<file path="config.mk">
export PLATFORM = sky130hd
export DESIGN_NAME = imem_dmem_arbiter
export DESIGN_NICKNAME = d
export VERILOG_FILES = /design/src/rtl/imem_dmem_arbiter_pkg.sv /design/src/rtl/imem_dmem_arbiter_word_pack.sv /design/src/rtl/imem_dmem_arbiter.sv
export SDC_FILE = /design/constraint.sdc
export NUM_CORES = 1
export LEC_CHECK = 0
export ABC_AREA = 1
export BUFFER_PORTS_ARGS = -buffer_cell sky130_fd_sc_hd__buf_2
export CORE_MARGIN = 8
export CORE_UTILIZATION = 53
export CTS_CLUSTER_SIZE = 10
export DETAILED_ROUTE_END_ITERATION = 16
export GPL_ROUTABILITY_DRIVEN = 0
export PLACE_DENSITY = 0.8
export SYNTH_ARGS = -nofsm -noshare
export SYNTH_HDL_FRONTEND = slang
export SYNTH_SLANG_ARGS = --single-unit
export TNS_END_PERCENT = 30
</file>
<file path="constraint.sdc">
create_clock -name clock -period 1.6 [get_ports clock]
set_clock_uncertainty 0.05 [all_clocks]
set_input_delay 0.08 -clock clock [delete_from_list [all_inputs] [get_ports clock]]
set_output_delay 0.08 -clock clock [all_outputs]
set_load 0.02 [all_outputs]
</file>
<file path="src/rtl/imem_dmem_arbiter_pkg.sv">
// Shared types and widths for the fetch/data byte-memory arbiter.
package arb_pkg;

    typedef enum logic [1:0] {
        IDLE = 2'd0,
        XFER = 2'd1,
        CAPT = 2'd2,
        DONE = 2'd3
    } state_e;

    typedef enum logic {
        OWN_IF = 1'b0,
        OWN_D  = 1'b1
    } owner_e;

    localparam int WORD_W         = 32;
    localparam int BYTE_W         = 8;
    localparam int BYTES_PER_WORD = 4;

endpackage

</file>
<file path="src/rtl/imem_dmem_arbiter_word_pack.sv">
// Word <-> byte packing for one 4-byte transfer: byte counter, big-endian
// store byte select and the load shift register. The shift register keeps
// only the first three bytes; the fourth is taken straight from mem_rdata so
// the assembled word is ready in the capture cycle.
module arb_word_pack
    import arb_pkg::*;
(
    input  logic              clock,
    input  logic              rst_n,
    input  logic              start,
    input  logic              step,
    input  logic              we,
    input  logic [WORD_W-1:0] wdata,
    input  logic [BYTE_W-1:0] mem_rdata,
    output logic [1:0]        cnt,
    output logic              last,
    output logic [BYTE_W-1:0] wbyte,
    output logic [WORD_W-1:0] word
);

    logic [WORD_W-BYTE_W-1:0] shift_q;
    logic                     rd_pend;

    // Byte counter, and shifting of each read byte one cycle after its issue.
    always_ff @(posedge clock or negedge rst_n) begin
        if (!rst_n) begin
            cnt     <= 2'd0;
            rd_pend <= 1'b0;
            shift_q <= '0;
        end else begin
            rd_pend <= step & ~we;
            if (start) begin
                cnt <= 2'd0;
            end else if (step) begin
                cnt <= cnt + 2'd1;
            end
            if (rd_pend) begin
                shift_q <= {shift_q[WORD_W-2*BYTE_W-1:0], mem_rdata};
            end
        end
    end

    // Store byte for the current count, most significant byte first.
    always_comb begin
        case (cnt)
            2'd0:    wbyte = wdata[31:24];
            2'd1:    wbyte = wdata[23:16];
            2'd2:    wbyte = wdata[15:8];
            default: wbyte = wdata[7:0];
        endcase
    end

    assign last = (cnt == 2'(BYTES_PER_WORD - 1));
    assign word = {shift_q, mem_rdata};

endmodule

</file>
<file path="src/rtl/imem_dmem_arbiter.sv">
// Shares one byte-wide single-port RAM between instruction fetch and
// load/store. Data wins contention unless fetch has been passed over
// STARVE_LIMIT times in a row.
module imem_dmem_arbiter
    import arb_pkg::*;
#(
    parameter int ADDR_W       = 10,
    parameter int STARVE_LIMIT = 4
) (
    input  logic              clock,
    input  logic              rst_n,
    input  logic              if_req,
    input  logic [ADDR_W-1:0] if_addr,
    output logic              if_ack,
    output logic [WORD_W-1:0] if_rdata,
    input  logic              d_req,
    input  logic              d_we,
    input  logic [ADDR_W-1:0] d_addr,
    input  logic [WORD_W-1:0] d_wdata,
    output logic              d_ack,
    output logic [WORD_W-1:0] d_rdata,
    output logic              mem_en,
    output logic              mem_we,
    output logic [ADDR_W-1:0] mem_addr,
    output logic [BYTE_W-1:0] mem_wdata,
    input  logic [BYTE_W-1:0] mem_rdata,
    output logic              busy
);

    localparam int            SW         = (STARVE_LIMIT > 0) ? $clog2(STARVE_LIMIT + 1) : 1;
    localparam logic [SW-1:0] STARVE_MAX = SW'(STARVE_LIMIT);

    state_e              state;
    owner_e              owner;
    logic [ADDR_W-1:0]   base_q;
    logic                we_q;
    logic [WORD_W-1:0]   wdata_q;
    logic [SW-1:0]       starve_cnt;

    logic                starve_hit;
    logic                grant_if;
    logic                grant_d;
    logic                start;
    logic [1:0]          cnt;
    logic                last;
    logic [BYTE_W-1:0]   wbyte;
    logic [WORD_W-1:0]   word;

    // Arbitration: data first, fetch once the starvation count is exhausted.
    always_comb begin
        starve_hit = (STARVE_LIMIT != 0) && (starve_cnt == STARVE_MAX);
        grant_if   = if_req && (!d_req || starve_hit);
        grant_d    = d_req && !grant_if;
        start      = (state == IDLE) && (grant_if || grant_d);
    end

    arb_word_pack u_pack (
        .clock     (clock),
        .rst_n     (rst_n),
        .start     (start),
        .step      (state == XFER),
        .we        (we_q),
        .wdata     (wdata_q),
        .mem_rdata (mem_rdata),
        .cnt       (cnt),
        .last      (last),
        .wbyte     (wbyte),
        .word      (word)
    );

    // Transfer sequencer with registered acks and per-port read data.
    always_ff @(posedge clock or negedge rst_n) begin
        if (!rst_n) begin
            state      <= IDLE;
            owner      <= OWN_IF;
            base_q     <= '0;
            we_q       <= 1'b0;
            wdata_q    <= '0;
            starve_cnt <= '0;
            if_ack     <= 1'b0;
            d_ack      <= 1'b0;
            if_rdata   <= '0;
            d_rdata    <= '0;
        end else begin
            if_ack <= 1'b0;
            d_ack  <= 1'b0;
            case (state)
                IDLE: begin
                    if (start) begin
                        owner   <= grant_d ? OWN_D : OWN_IF;
                        base_q  <= (grant_d ? d_addr : if_addr) & ~ADDR_W'(3);
                        we_q    <= grant_d & d_we;
                        wdata_q <= d_wdata;
                        if (grant_d && if_req) begin
                            if (starve_cnt != STARVE_MAX) begin
                                starve_cnt <= starve_cnt + SW'(1);
                            end
                        end else begin
                            starve_cnt <= '0;
                        end
                        state <= XFER;
                    end
                end
                XFER: begin
                    if (last) begin
                        if (we_q) begin
                            state  <= DONE;
                            d_ack  <= (owner == OWN_D);
                            if_ack <= (owner == OWN_IF);
                        end else begin
                            state <= CAPT;
                        end
                    end
                end
                CAPT: begin
                    state <= DONE;
                    if (owner == OWN_D) begin
                        d_rdata <= word;
                        d_ack   <= 1'b1;
                    end else begin
                        if_rdata <= word;
                        if_ack   <= 1'b1;
                    end
                end
                DONE:    state <= IDLE;
                default: state <= IDLE;
            endcase
        end
    end

    // Memory strobes decoded from the sequencer; quiet outside XFER.
    always_comb begin
        busy      = (state != IDLE);
        mem_en    = (state == XFER);
        mem_we    = mem_en & we_q;
        mem_addr  = mem_en ? (base_q + ADDR_W'(cnt)) : '0;
        mem_wdata = mem_we ? wbyte : '0;
    end

endmodule

</file>
==> metrics.txt, run 1 <==
status finished, violations left; failing checks negative setup slack; I/O pin count 152; clk_lat worst skew 0.53 ns; most common cell in the synthesized netlist nand2_1; Setup-failing EPs final 22; startpoint types flip-flop; total congestion overflow 0; register bit total from synthesis 140; Reg2Reg Launch Point state[1]$_DFFE_PN0P_; crit share post-route 121.0%; Critical Path Fanout Max 5; Die Width 120.8 um; Peak VDD IR 0.001166 V; fin. max-slew vios 0; P per Cell Area 2108 nW/um2; FP Rows 38; critical path capture point type primary output; Fmax 516.7 MHz; hold path startpoint d_wdata[2]; Mapped Nets 734; Synth area leader dfrtp_1; final hold vios 0; Placed Cells 926; register clock-pin slew on the reported worst setup and hold paths 0.06 ns; ys async rst share 100.0%; CTS tree built; leak pwr 4.433 nW; Num CTS Buffers 17; CTS sink cnt 140; Crit Path Category flip-flop to primary output; die height 120.8 um; setup ws final -0.3354 ns; Inserted Diodes 0; Iter 0 DRT Violations 546; nets 953; antenna violations before repair 0; DRC Markers 0; Max-slew headroom 72.38%; largest cells by area after synthesis dfrtp_1, nand2_1, o21ai_0; Initial Util 53.95%; max capacitance violation total 0; P&R area growth vs syn 45.49%; Slew @ Worst Pin 0.4143 ns; mean post-synth cell area 8.836 um2; clock tree buffer depth 2; DRT Pass-1 Iters 6; post-route minimum period 1.935 ns; WL/cell 17.75 um; Gate Count Post-Synth 659; Via density 5.386; pin count of the biggest net entering global routing 65; Critical Path RT 1.47 ns; Post-synth EDFFs 0; crit path DAT 1.81 ns; global-route wire length before repair 28.16 mm; Finished Core Util 78.50%; Yosys cell types 25; RSZ-0062 raised after global routing true; Post-DRT Antenna Nets 0; Layout Cells excl Fill 1031; yosys warns 0; WL final 18.30 mm; synthesized cell area 5823 um2; layout cells sized above 1 28.40%; HP Class primary input to flip-flop; vias in the first global route 5713; register area share after synthesis 60.16%; synth cell count leaders nand2_1, dfrtp_1, o21ai_0, inv_1, nand3_1; routed vias 5553; Worst Setup SP state[1]$_DFFE_PN0P_; I/O Buffers 147; post-synth top area share 60.16%; H-tree levels 4; CTS Root Cell clkbuf_8; die area 14600 um2; Synth Flop Type dfrtp_1; core box area 10790 um2; total track usage 24.24%; DP HPWL 10.00 mm
[layer usage]
| layer | GRT usage (%) | vias to the layer above | share of wire [%] |
|---|---|---|---|
| li1 | - | 2499 | - |
| met4 | 11.71 | 0 | 2.5 |
| met2 | 39.38 | 360 | 50 |
| met1 | 27.91 | 2642 | 37 |
| met5 | 0 | - | 0 |
| met3 | 8.858 | 52 | 11 |
[layout by cell type, fill, tap and decap left out, types with 2 or more instances in the layout]
cell type	count
nor2_1	2
o21ai_1	7
clkbuf_16	16
dlygate4sd3_1	61
o22ai_1	2
nand2_1	243
buf_4	17
nand2_2	7
nor3_1	4
bufinv_16	6
clkbuf_8	2
nand3_1	19
o21ai_0	93
buf_2	125
a31oi_4	2
a21oi_2	8
buf_12	8
inv_4	4
inv_2	7
nor2_2	2
buf_6	19
dfrtp_1	137
dfrtp_2	3
clkinv_4	6
a31oi_2	6
inv_6	3
ha_1	4
ha_4	5
inv_1	62
[logic make-up (layout without fill, tap and decap cells)]
| kind of cell | Yosys count | after routing | synth area share (%) |
|---|---|---|---|
| flip-flops | 140 | 140 | 60.16 |
| AO/OA/AOI/OAI | 121 | 121 | 10.66 |
| XOR/XNOR | 1 | 1 | 0.1504 |
| AND/OR/NAND/NOR | 281 | 281 | 19.10 |
| buffers and inverters | 106 | 338 | 7.778 |
| adder cells (fa/ha/maj) | 10 | 10 | 2.149 |
[report_power, final]
group | total, mW | switching [mW] | leakage, nW | internal [mW]
sequential | 6.21 | 1.04 | 1.76 | 5.17
combinational | 7.24 | 4.66 | 2.34 | 2.58
clock | 4.42 | 1.51 | 0.327 | 2.91
[critical path, stage by stage, from the launching register on]
cell and delay [ns]:
dfrtp_1 0.42, inv_2 0.11, ha_4 0.15, nand2_4 0.08
clkinv_4 0.09, o21ai_1 0.07, a31oi_2 0.19, buf_4 0.18
[state kept, by name (all words and copies together) (netlist names)]
register and flops:
u_pack.cnt 2, wdata_q 32, d_rdata 32, if_ack 1
u_pack.rd_pend 1, we_q 1, u_pack.shift_q 24, if_rdata 32
state 2, starve_cnt 3, base_q 8, owner 1
d_ack 1
[cell type report]
class	instances	area, um2
Tap cell	140	175.2
Timing Repair Buffer	230	1738
Fill cell	638	2321
Timing Repair inverter	1	8.758
Clock buffer	19	431.7
Sequential cell	140	3507
Clock inverter	13	237.7
Multi-Input combinational cell	413	2072
Inverter	75	301.5
[worst paths after layout]
| check | endpoint | slack, ns | depth (start not counted) |
|---|---|---|---|
| max in group asynchronous | if_rdata[3]$_DFFE_PN0P_ | 0.31 | 4 |
| min in group asynchronous | d_rdata[24]$_DFFE_PN0P_ | 0.54 | 3 |
| worst min-delay path | wdata_q[2]$_DFFE_PN0P_ | 0.26 | 4 |
| worst max-delay path | mem_wdata[1] | -0.34 | 7 |
| worst min register to register | if_ack$_DFF_PN0_ | 0.42 | 1 |
| worst max register to register | state[1]$_DFFE_PN0P_ | -0.12 | 9 |
[timing repair]
| action | CTS | global route |
|---|---|---|
| pin swaps | 3 | 6 |
| endpoints found under the setup margin | 29 | 50 |
| endpoints found under the hold margin | 209 | 0 |
| cloned | 1 | 0 |
| hold buffers | 61 | 0 |
| buffers inserted | 8 | 3 |
| resized for setup | 51 | 51 |
[per-stage QoR]
step / setup slack [ns] / area [um2] / power [mW] / TNS [ns] / hold slack [ns]
finish: -0.3354 / 8472 / 17.86 / -5.276 / 0.2626
global route: -0.4039 / 8472 / 18.88 / -7.196 / 0.2551
CTS: -0.2864 / 8280 / 17.19 / -4.616 / 0.2127
detailed placement: -0.03074 / 6799 / 12.20 / -0.03180 / -0.02302
global placement: 0.07895 / 6799 / 11.85 / 0 / -0.03143
floorplan: 0.03800 / 5876 / 10.02 / 0 / -0.2656
No activity file was read; power rests on OpenSTA's default activity.
==> run 2: changes to the inputs <==
- CELL_PAD_IN_SITES_DETAIL_PLACEMENT: default -> 1
- CELL_PAD_IN_SITES_GLOBAL_PLACEMENT: default -> 2
- CORE_UTILIZATION: 53 -> 31
- PLACE_DENSITY: 0.8 -> default
- PLACE_DENSITY_LB_ADDON: default -> 0.1
==> metrics.txt, run 2 (synthesis gave the netlist of run 1 again) <==
Via density 4.560 (-15%); Post-DRT Antenna Nets 0 (unchanged); RSZ-0062 raised after global routing true; Inserted Diodes 0 (unchanged); register clock-pin slew on the reported worst setup and hold paths 0.06 ns (about the same); total congestion overflow 0 (unchanged); critical path capture point type primary output; Logic pwr share 41.9% (+1.4 points); pin count of the biggest net entering global routing 50 (-23%); CTS tree built; Initial Util 31.34% (-23 points); sequential power share 35.7% (+0.9 points); Setup-failing EPs final 23 (+4.5%); Critical Path RT 1.47 ns (about the same); DP HPWL 11.90 mm (+19%); P per Cell Area 2007 nW/um2 (-4.8%); FP Rows 50 (+32%); CP max-delay cell dfrtp_1; crit path DAT 1.66 ns (-0.15 ns); crit share post-route 111.8% (-9.2 points); antenna violations before repair 0 (unchanged); Crit path max-delay family flip-flops; Largest regs d_rdata (32), if_rdata (32), wdata_q (32); routed vias 5166 (-7.0%); commonest non-fill, non-tap cell in the layout nand2_1; Peak VDD IR 0.0008016 V (-31%); setup TNS -3.135 ns (+2.142 ns); status finished, violations left; die area 23430 um2 (+60%); layout cells sized above 1 30.70% (+2.3 points); Critical Path Fanout Max 5 (unchanged); setup ws final -0.1881 ns (+0.1473 ns); I/O pin count 152 (unchanged); vias in the first global route 5878 (+2.9%); CTS Root Cell clkbuf_16; post-route minimum period 1.788 ns (-0.1473 ns); internal power 10.31 mW (-3.3%); die height 153.1 um (+27%); clock tree buffer depth 2 (unchanged); I/O Buffers 147 (unchanged); crit path cell chain inv_2 -> ha_4 -> nand2_8 -> inv_8 -> o21ai_1 -> a31oi_2 -> buf_4; smallest hold slack 0.09789 ns (-0.1647 ns); Die Width 153.1 um (+27%); DRC Markers 0 (unchanged); global-route wire length before repair 30.22 mm (+7.3%); DRT Pass-1 Iters 4 (-2); Crit Path Category flip-flop to primary output; leak pwr 4.444 nW (+0.25%); total track usage 16.00% (-8.2 points); HP Class primary input to asynchronous set/reset pin; nets 962 (+0.94%); core box area 18580 um2 (+72%); Clk pwr share 22.4% (-2.3 points); fin. max-slew vios 0 (unchanged); Finished Core Util 46.65% (-32 points); max capacitance violation total 0 (unchanged); clk_lat worst skew 0.42 ns (-0.11 ns); Num CTS Buffers 17 (unchanged); WL/cell 15.89 um (-10%); Max-slew headroom 70.21% (-2.2 points); WL final 18.01 mm (-1.6%); commonest non-fill, non-tap cells in the layout nand2_1, dfrtp_1, buf_2; H-tree levels 4 (unchanged); Slew @ Worst Pin 0.4469 ns (+0.03261 ns); switching share of power 40.77% (+0.41 points); startpoint types flip-flop; P_sw 7.092 mW (-1.6%); critical path's largest stage delay 0.40 ns (-0.02 ns); P&R area growth vs syn 48.86%; Fmax 559.3 MHz (+8.2%); final hold vios 0 (unchanged); failing checks negative setup slack; CTS sink cnt 140 (unchanged); Iter 0 DRT Violations 250 (-54%); worst path bufs/invs 3 (unchanged)
-- run 2: final timing paths --
kind / start / endpoint / slack, ns / cells after the start
worst max-delay path: state[1]$_DFFE_PN0P_ / mem_wdata[5] / -0.19 / 7
worst min-delay path: rst_n / if_rdata[28]$_DFFE_PN0P_ / 0.1 / 2
worst max register to register: state[1]$_DFFE_PN0P_ / state[0]$_DFFE_PN0P_ / -0.06 / 10
worst min register to register: owner$_DFFE_PN0P_ / if_ack$_DFF_PN0_ / 0.42 / 1
max in group asynchronous: rst_n / wdata_q[23]$_DFFE_PN0P_ / 0.74 / 3
min in group clock: d_req / state[1]$_DFFE_PN0P_ / 0.10 / 4
-- run 2: repair_timing --
item,in CTS,in global routing
buffers inserted,9,4
pin swaps,11,6
cloned,1,1
endpoints found under the setup margin,64,66
hold endpoints to repair,207,0
hold buffers,59,0
gates resized for setup,100,28
-- run 2: area by class of cell --
type / count / area (um2)
Clock buffer: 22 / 464.2
Clock inverter: 9 / 111.4
Fill cell: 2175 / 9912
Inverter: 75 / 306.5
Multi-Input combinational cell: 413 / 2173
Sequential cell: 140 / 3507
Tap cell: 234 / 292.8
Timing Repair Buffer: 239 / 1802
Timing Repair inverter: 1 / 11.26
-- run 2: power groups by stage --
stage                     logic, mW  clock network [mW]  registers (mW)
final                          7.29                3.90            6.21
after global routing           8.16                4.15            6.41
after CTS                      7.15                4.01            6.19
after detailed placement       6.38                   0            6.13
after global placement         6.18                   0            6.08
after floorplan                3.25                   0            6.77
-- run 2: layer usage --
metal | wire length [um] | track usage [%] | part of all wire (%)
met1 | 7618 | 17.76 | 42
met2 | 9343 | 29.07 | 52
met3 | 695 | 4.003 | 3.9
met4 | 352 | 5.844 | 2.0
met5 | 0 | 0 | 0
-- run 2: worst reg2reg max path, delay by kind of cell (launching register included) --
kind	cells	cell delay [ns]
buffers and inverters	5	0.57
flip-flops	1	0.40
AO/OA/AOI/OAI	1	0.07
adder cells (fa/ha/maj)	1	0.18
AND/OR/NAND/NOR	3	0.28
-- run 2: metrics by stage --
| stage | std cells | setup WS, ns | power, mW | instance area, um2 |
|---|---|---|---|---|
| global placement | 1029 | 0.01298 | 12.26 | 6972 |
| finish | 1133 | -0.1881 | 17.40 | 8668 |
| global route | 1133 | -0.2690 | 18.71 | 8668 |
| floorplan | 659 | 0.03800 | 10.02 | 5876 |
| detailed placement | 1029 | -0.04461 | 12.51 | 6972 |
| CTS | 1129 | -0.2175 | 17.35 | 8529 |
==> run 3: changes to the inputs <==
- SKIP_LAST_GASP: default -> 1
- clock period: 1.6 -> 2.05 ns (I/O delays scaled with it)
==> metrics.txt, run 3 (synthesis gave the netlist of run 1 again) <==
status complete, no violations; total chip power 12.48 mW (-28%); FP Rows 50 (unchanged); commonest non-fill, non-tap cell in the layout nand2_1; busiest grt layer met2; global-route wire length before repair 28.92 mm (-4.3%); Critical Path Fanout Max 5 (unchanged); RSZ-0062 raised after global routing true; Die Width 153.1 um (unchanged); WL/cell 15.47 um (-2.7%); vias in the first global route 5602 (-4.7%); DRC Markers 0 (unchanged); CTS Root Cell clkbuf_16; smallest hold slack 0.08175 ns (-0.01614 ns); Largest regs d_rdata (32), if_rdata (32), wdata_q (32); HP Class primary input to flip-flop; WL final 17.27 mm (-4.1%); routed vias 5033 (-2.6%); Num CTS Buffers 17 (unchanged); antenna violations before repair 0 (unchanged); I/O pin count 152 (unchanged); M1 GR Usage 17.45% (-0.32 points); CTS sink cnt 140 (unchanged); layout cells sized above 1 24.38% (-6.3 points); clk_lat worst skew 0.42 ns (about the same); fin area 8078 um2 (-6.8%); pin count of the biggest net entering global routing 65 (+30%); final hold vios 0 (unchanged); DRT Pass-1 Iters 4 (unchanged); leak pwr 4.275 nW (-3.8%); placed instance area 6834 um2 (-2.0%); P per Cell Area 1545 nW/um2 (-23%); Via density 4.510 (-1.1%); total track usage 15.15% (-0.85 points); Iter 0 DRT Violations 211 (-16%); Crit Path Category flip-flop to primary output; Inserted Diodes 0 (unchanged); startpoint types flip-flop; Crit path max-delay family buffers and inverters; setup ws final 0.09536 ns (+0.2834 ns); clock tree buffer depth 2 (unchanged); total congestion overflow 0 (unchanged); Finished Core Util 43.47% (-3.2 points); register clock-pin slew on the reported worst setup and hold paths 0.06 ns (about the same); Placed Cells 1021 (-0.78%); P&R area growth vs syn 38.72%; Layout Cells excl Fill 1116 (-1.5%); Max-slew headroom 68.88% (-1.3 points); H-tree levels 4 (unchanged); CP max-delay cell dfrtp_1; Initial Util 31.34% (unchanged); nets 945 (-1.8%); post-route minimum period 1.955 ns; setup TNS 0 ns (+3.135 ns); Fmax 511.6 MHz; crit share post-route 95.35%; Post-DRT Antenna Nets 0 (unchanged); worst slack, placed 0.2793 ns (+0.3239 ns); Setup-failing EPs final 0 (-100%); Peak VDD IR 0.0006569 V (-18%); core box area 18580 um2 (unchanged); worst path bufs/invs 4 (+1); max capacitance violation total 0 (unchanged); met3 usage 4.201% (+0.20 points); Critical Path RT 1.90 ns (+0.43 ns); I/O Buffers 147 (unchanged); crit path DAT 1.80 ns (+0.14 ns); fin. max-slew vios 0 (unchanged); global-route track usage on met2 26.90% (-2.2 points); Slew @ Worst Pin 0.4668 ns (+0.01994 ns); die height 153.1 um (unchanged); crit path cell chain inv_2 -> ha_2 -> nand2_2 -> clkinv_4 -> buf_4 -> o21ai_0 -> a31oi_1 -> buf_2; critical path's largest stage delay 0.41 ns (about the same); DP HPWL 11.88 mm (-0.16%); critical path capture point type primary output; die area 23430 um2 (unchanged); CTS tree built; commonest non-fill, non-tap cells in the layout nand2_1, buf_2, dfrtp_1
-- run 3: changes by cell type in the layout (fill, tap and decap cells not counted), moves of 4 or more --
cell / previous run / this run
buf_2: 125 / 143
buf_6: 18 / 1
nand2_1: 232 / 248
nand2_2: 17 / 3
buf_4: 28 / 15
o21ai_0: 91 / 101
a21oi_1: 0 / 9
a21oi_2: 8 / 0
a31oi_1: 0 / 7
o21ai_2: 6 / 0
a31oi_4: 4 / 0
clkinvlp_4: 2 / 6
-- run 3: layout make-up --
cell class / instances / area [um2]
Multi-Input combinational cell: 413 / 1921
Timing Repair inverter: 1 / 5.005
Fill cell: 2192 / 10500
Sequential cell: 140 / 3506
Inverter: 75 / 291.5
Clock inverter: 11 / 85.08
Timing Repair Buffer: 222 / 1510
Clock buffer: 20 / 466.7
Tap cell: 234 / 292.8
-- run 3: where the power goes --
part	leakage, nW	switching, mW	internal (mW)
combinational	2.26	3.26	1.64
sequential	1.76	0.672	4.03
clock	0.254	1.23	1.65
total	4.27	5.16	7.32
-- run 3: repair_timing --
action	4_1_cts	5_1_grt
hold buffers	59	0
cloned	0	1
setup buffers	0	4
hold endpoints to repair	207	0
resized for setup	6	16
endpoints found under the setup margin	8	7
-- run 3: path summary, 6_finish.rpt --
path                       cells after the start  slack [ns]                    from                 endpoint
setup / recovery                               8         0.1    state[1]$_DFFE_PN0P_             mem_wdata[4]
hold / removal                                 4        0.08                   d_req    base_q[9]$_DFFE_PN0P_
setup reg to reg                               7        0.29    state[0]$_DFFE_PN0P_         we_q$_DFFE_PN0P_
hold reg to reg                                2        0.42  wdata_q[2]$_DFFE_PN0P_   wdata_q[2]$_DFFE_PN0P_
max in group asynchronous                      3        1.22                   rst_n   d_rdata[0]$_DFFE_PN0P_
min in group asynchronous                      2        0.14                   rst_n  d_rdata[28]$_DFFE_PN0P_
-- run 3: worst register-to-register path: stages, from the launching register on --
cell and delay [ns]:
dfrtp_1 0.41, inv_1 0.12, ha_1 0.20, inv_1 0.14, nor2_8 0.27, inv_4 0.24, nand2_1 0.12, o21ai_0 0.09
-- run 3: per-layer routing --
| metal | vias to the layer above | routed length, um |
|---|---|---|
| li1 | 2474 | - |
| met1 | 2442 | 7642 |
| met2 | 101 | 8714 |
| met3 | 16 | 712 |
| met4 | 0 | 199 |
| met5 | - | 0 |
